File: config.mk
export PLATFORM = sky130hd
export DESIGN_NAME = jacaranda_flash_loader
export DESIGN_NICKNAME = d
export VERILOG_FILES = /design/src/rtl/jacaranda_flash_loader.sv
export SDC_FILE = /design/constraint.sdc
export NUM_CORES = 1
export LEC_CHECK = 0
export ABC_CLOCK_PERIOD_IN_PS = 2260
export BUFFER_PORTS_ARGS = -buffer_cell sky130_fd_sc_hd__buf_2
export CAP_MARGIN = 20
export CORE_MARGIN = 2
export CORE_UTILIZATION = 58
export DETAILED_ROUTE_END_ITERATION = 12
export MAX_ROUTING_LAYER = met4
export PLACE_DENSITY_LB_ADDON = 0.3
export RECOVER_POWER = 50
export SLEW_MARGIN = 20
export SYNTH_ARGS = -nofsm -noshare
export SYNTH_HDL_FRONTEND = slang
export SYNTH_SLANG_ARGS = --single-unit
export TNS_END_PERCENT = 50
File: constraint.sdc
create_clock -name clock -period 2.26 [get_ports clock]
set_input_delay 0.226 -clock clock [delete_from_list [all_inputs] [get_ports clock]]
set_output_delay 0.226 -clock clock [all_outputs]
set_load 0.05 [all_outputs]
File: src/rtl/jacaranda_flash_loader.sv
// Boot loader for jacaranda-8: reads an image from SPI flash with READ (0x03),
// writes it into instruction memory, then releases the core from reset.
module jacaranda_flash_loader #(
  parameter logic [23:0] START_ADDR = 24'h000000,
  parameter int          LENGTH     = 256,
  parameter int          IMEM_AW    = 8,
  parameter int          SCK_DIV    = 2,
  parameter int          AUTOBOOT   = 1
) (
  input  logic               clock,
  input  logic               resetb,
  input  logic               start,
  output logic               busy,
  output logic               done,
  output logic               cpu_rst_n,
  output logic               flash_csb,
  output logic               flash_clk,
  output logic               flash_io0,
  input  logic               flash_io1,
  output logic               imem_we,
  output logic [IMEM_AW-1:0] imem_addr,
  output logic [7:0]         imem_wdata
);

  localparam int             DIV_W     = (SCK_DIV > 1) ? $clog2(SCK_DIV) : 1;
  localparam logic [31:0]    CMD_WORD  = {8'h03, START_ADDR};
  localparam logic [IMEM_AW:0] LAST_BYTE = (IMEM_AW+1)'(LENGTH - 1);

  typedef enum logic [2:0] {S_IDLE, S_CMD, S_DATA, S_FINISH, S_DONE} state_t;

  state_t             state, state_next;
  logic [DIV_W-1:0]   div_cnt;
  logic               first_clk;
  logic [31:0]        cmd_sr;
  logic [4:0]         cmd_cnt;
  logic [2:0]         bit_cnt;
  logic [IMEM_AW:0]   byte_idx;
  logic [6:0]         rx_sr;
  logic               div_wrap, sck_rise, sck_fall, load_go, active;

  // A (re)load starts from IDLE (autoboot on the first clock after reset, or a
  // start pulse that is not coincident with reset release) or from DONE.
  always_comb begin
    active     = (state == S_CMD) || (state == S_DATA) || (state == S_FINISH);
    div_wrap   = (div_cnt == DIV_W'(SCK_DIV - 1));
    sck_rise   = div_wrap && !flash_clk && ((state == S_CMD) || (state == S_DATA));
    sck_fall   = div_wrap && flash_clk;
    load_go    = ((state == S_IDLE) &&
                  (((AUTOBOOT != 0) && first_clk) || (start && !first_clk))) ||
                 ((state == S_DONE) && start);
    state_next = state;
    case (state)
      S_IDLE, S_DONE: if (load_go) state_next = S_CMD;
      S_CMD:    if (sck_rise && (cmd_cnt == 5'd31)) state_next = S_DATA;
      S_DATA:   if (sck_rise && (bit_cnt == 3'd7) && (byte_idx == LAST_BYTE))
                  state_next = S_FINISH;
      S_FINISH: if (div_wrap && !flash_clk) state_next = S_DONE;
      default:  state_next = S_IDLE;
    endcase
  end

  always_ff @(posedge clock or negedge resetb) begin
    if (!resetb) state <= S_IDLE;
    else         state <= state_next;
  end

  always_ff @(posedge clock or negedge resetb) begin
    if (!resetb) begin
      first_clk  <= 1'b1;
      busy       <= 1'b0;
      done       <= 1'b0;
      cpu_rst_n  <= 1'b0;
      flash_csb  <= 1'b1;
      flash_clk  <= 1'b0;
      flash_io0  <= 1'b0;
      imem_we    <= 1'b0;
      imem_addr  <= '0;
      imem_wdata <= '0;
      div_cnt    <= '0;
      cmd_sr     <= '0;
      cmd_cnt    <= '0;
      bit_cnt    <= '0;
      byte_idx   <= '0;
      rx_sr      <= '0;
    end else begin
      first_clk <= 1'b0;
      imem_we   <= 1'b0;
      if (load_go) begin
        busy      <= 1'b1;
        done      <= 1'b0;
        cpu_rst_n <= 1'b0;
        flash_csb <= 1'b0;
        flash_clk <= 1'b0;
        flash_io0 <= CMD_WORD[31];
        cmd_sr    <= {CMD_WORD[30:0], 1'b0};
        div_cnt   <= '0;
        cmd_cnt   <= '0;
        bit_cnt   <= '0;
        byte_idx  <= '0;
      end else if (active) begin
        div_cnt <= div_wrap ? '0 : div_cnt + 1'b1;
        if (sck_rise) begin
          flash_clk <= 1'b1;
          if (state == S_CMD) begin
            cmd_cnt <= cmd_cnt + 5'd1;
          end else begin
            rx_sr   <= {rx_sr[5:0], flash_io1};
            bit_cnt <= bit_cnt + 3'd1;
            if (bit_cnt == 3'd7) begin
              imem_we    <= 1'b1;
              imem_addr  <= byte_idx[IMEM_AW-1:0];
              imem_wdata <= {rx_sr, flash_io1};
              byte_idx   <= byte_idx + 1'b1;
            end
          end
        end
        // MOSI only moves on falling SCK; zeros once the command is out.
        if (sck_fall) begin
          flash_clk <= 1'b0;
          if (state == S_CMD) begin
            flash_io0 <= cmd_sr[31];
            cmd_sr    <= {cmd_sr[30:0], 1'b0};
          end else begin
            flash_io0 <= 1'b0;
          end
        end
        if ((state == S_FINISH) && div_wrap && !flash_clk) begin
          flash_csb <= 1'b1;
          busy      <= 1'b0;
          done      <= 1'b1;
          cpu_rst_n <= 1'b1;
        end
      end
    end
  end

endmodule

==> impl_metrics.toml <==
[status]
outcome = "completed"

[floorplanning]
die_h_um = 71.56
placeableCoreArea_um2 = 4384
site_rows = 24
chipWidth_um = 71.56
io_pins = 27
dieArea_um2 = 5121
floorplan.initialDensity = 0.6039

[critical_path]
cp.buffers_inverters = 0
critical_path.slowest_cell = "dfrtp_1"
worst_path_maximum_fanout = 22
startpoint_type = "flip-flop"
critical_path.top_delay_family = "simple AND/OR/NAND/NOR gates"
critPathKind = "flip-flop to flip-flop"
r2r_setup_slack_ns = 0.39
worst_ep_required_time_ns = 2.48
path_cells = "or3b_1 > nor2_8 > mux2_2"
timing.rr.end = "imem_wdata[3]"
worst_r2r_path_depth = 3
crit_path_end_kind = "flip-flop"
crit_path_max_incr_delay_ns = 0.48
reg2reg_from = "state[1]"
arrival_ns = 2.09

[min_path]
hold_end = "imem_wdata[0]"
timing.hold.worst.start = "flash_io1"
min_path_type = "input pin to flip-flop"
timing.hold.worst_path_depth = 2

[layout]
diodes = 0
num-fill-cells = 339
area.growth.synth_to_final_pct = 14.13
nNetsFinal = 261
final_core_utilization = 0.6892
layout-drive-gt1-share = 0.2617

[sta]
setup_viol_count_final = 0
grt_setup_unrepaired = "no"
worst_slew_slack_as_a_fraction_of_its_limit = 0.09260
worst_pin_slew_ns = 1.361
timing_hold_violations_final = 0
period_share = 0.8274
final.min_clock_period_ns = 1.870
final_sum_of_negative_setup_slack_ns = 0
final.setup_skew_ns = 0.008515
timing_max_transition_violations_final = 0
fmaxAchievable_ghz = 0.5348

[run]
maxCapViolations = 0

[grt]
number_of_antenna_violations_at_the_first_check_in_global_routing = 0
first_global_vias = 1605
grt_first_pass_wirelength_mm = 7.403
grt_usage = 0.2001
overflow = 0
grt_start_max_net_pins = 35

[synthesis]
postSynthCellCount = 216
synth-xor-area-share = 0.02977
ys_types = 43
yosys_register_bits = 58
post_synth_fa_ha_maj_area_fraction = 0.02836
synth_simple_gate_area_share = 0.1526
yosys_warnings = 0
mux_share_of_post_synthesis_cell_area = 0.1503
compound_gate_fraction_of_synth_area = 0.04820
yosysSeqAreaShare = 0.5491
dominantRegCellSynth = "dfrtp_1"
syn-cell-area_um2 = 2648
synth_enable_flop_cells = 0
postSynthNetCount = 226
syn_avg_cell_area_um2 = 12.26
largest_family_of_logic_cells_by_synthesized_area = "simple AND/OR/NAND/NOR gates"
proportion_of_synthesized_flip_flops_having_asynchronous_set_or_reset = 1.000

[clock_network]
h-tree-depth = 3
ctsLongestPathBuffers = 2
clk_latency_ns = 0.34
clkTransAtPathRegs_ns = 0.06
cts_tree = "yes"
cts-root-buf = "clkbuf_8"
numClockSinks = 58
cts_buffers = 9

[routing]
drc_errors = 0
ant_nets = 0
vias = 1668
drt_wl_total_mm = 4.317
avgRoutedWirePerCell_um = 14.02
firstDrtPassIters = 4
routed_via_density = 5.416
drt_iter0_markers = 58

[pwr]
maximum_resistive_drop_on_vdd_mv = 0.6939
power-per-cell-area_nw_per_um2 = 695.2
p_total_uw = 2101
leakage_uw = 0.001392

[place]
io_buffers = 26
gp_routability_congestion = 0.8171
place.detailed.hpwl_mm = 3.058
==> state kept, by name, summed over array words and instances, names as in the netlist, 3 cells and up <==
name	flops
rx_sr	7
state	3
cmd_cnt	5
imem_addr	8
cmd_sr	7
byte_idx	9
imem_wdata	8
bit_cnt	3
==> layout make-up <==
class | count | area [um^2] | area share
timing repair buffer | 35 | 196.4 | 0.06501
multi-input combinational | 143 | 1087 | 0.3598
inverter | 4 | 15.01 | 0.004969
clock inverter | 5 | 52.55 | 0.01739
tap | 52 | 65.06 | 0.02153
clock buffer | 11 | 151.4 | 0.05010
sequential | 58 | 1454 | 0.4812
==> cells by family (layout without fill, tap and decap cells) <==
family | after synthesis | after routing
simple gates | 73 | 73
flops | 58 | 58
mux | 33 | 33
compound gates | 21 | 21
buf+inv | 15 | 55
xor+xnor | 9 | 9
fa+ha+maj | 6 | 6
other cells | 1 | 1
==> cell usage in the layout (no fill, tap or decap), types with 4 or more instances in the layout <==
master / count
mux2_2: 10
ha_1: 6
clkbuf_8: 11
buf_2: 13
buf_4: 7
clkbuf_1: 13
nand2_1: 16
xnor2_1: 5
mux2_4: 10
mux2i_1: 9
a21oi_1: 7
nand3_1: 11
mux2_1: 4
nor2_1: 21
o21ai_0: 5
inv_1: 4
xor2_1: 4
dfrtp_1: 56
==> metal layers <==
layer | global-route usage | up-vias | wire length (um)
li1 | - | 811 | -
met1 | 0.2662 | 817 | 2070
met2 | 0.2860 | 29 | 2005
met3 | 0.04641 | 11 | 166
met4 | 0.1090 | 0 | 74
met5 | - | - | 0
==> timing repair <==
item | 4_1_cts | 5_1_grt
gates resized for setup | 0 | 0
hold endpoints to repair | 24 | 0
setup buffers | 0 | 0
hold buffers | 1 | 0
==> synthesized netlist by cell type (4+ instances only) <==
library cell | n | share of area
nand2_1 | 16 | 0.023
xnor2_1 | 5 | 0.017
inv_1 | 4 | 0.0057
o21ai_0 | 5 | 0.0095
mux2_2 | 10 | 0.043
ha_1 | 6 | 0.028
dfrtp_1 | 56 | 0.53
nor2_1 | 21 | 0.030
mux2i_1 | 9 | 0.034
mux2_1 | 4 | 0.017
nand3_1 | 11 | 0.021
mux2_4 | 10 | 0.057
a21oi_1 | 7 | 0.013
xor2_1 | 4 | 0.013
==> through the flow <==
step                      hold WS, ns  std cells  area (um^2)  setup slack (ns)
after CTS                      0.1232        308         3038            0.3660
after floorplan              -0.06959        216         2648            0.3806
after global routing           0.1455        308         3022            0.3007
after global placement         0.2487        291         2824            0.4040
after detailed placement       0.2538        291         2824            0.3670
final                          0.1299        308         3022            0.3901
==> power by group <==
group	switching [uW]	total (uW)	internal, uW
sequential	8.29	1060	1050
clock	400	962	563
combinational	54.1	76.4	22.3
==> how the worst max path moves through the flow <==
stage	start	to	slack [ns]	cells past startpoint
after floorplan	flash_clk	imem_addr[0]	0.38	4
after global placement	state[1]	imem_wdata[3]	0.40	3
after CTS	state[1]	imem_wdata[3]	0.37	3
after global routing	state[1]	imem_wdata[3]	0.30	3
after detailed placement	state[1]	imem_wdata[3]	0.37	3
final	state[1]	imem_wdata[3]	0.39	3
No activity file was read; power rests on OpenSTA's default activity.
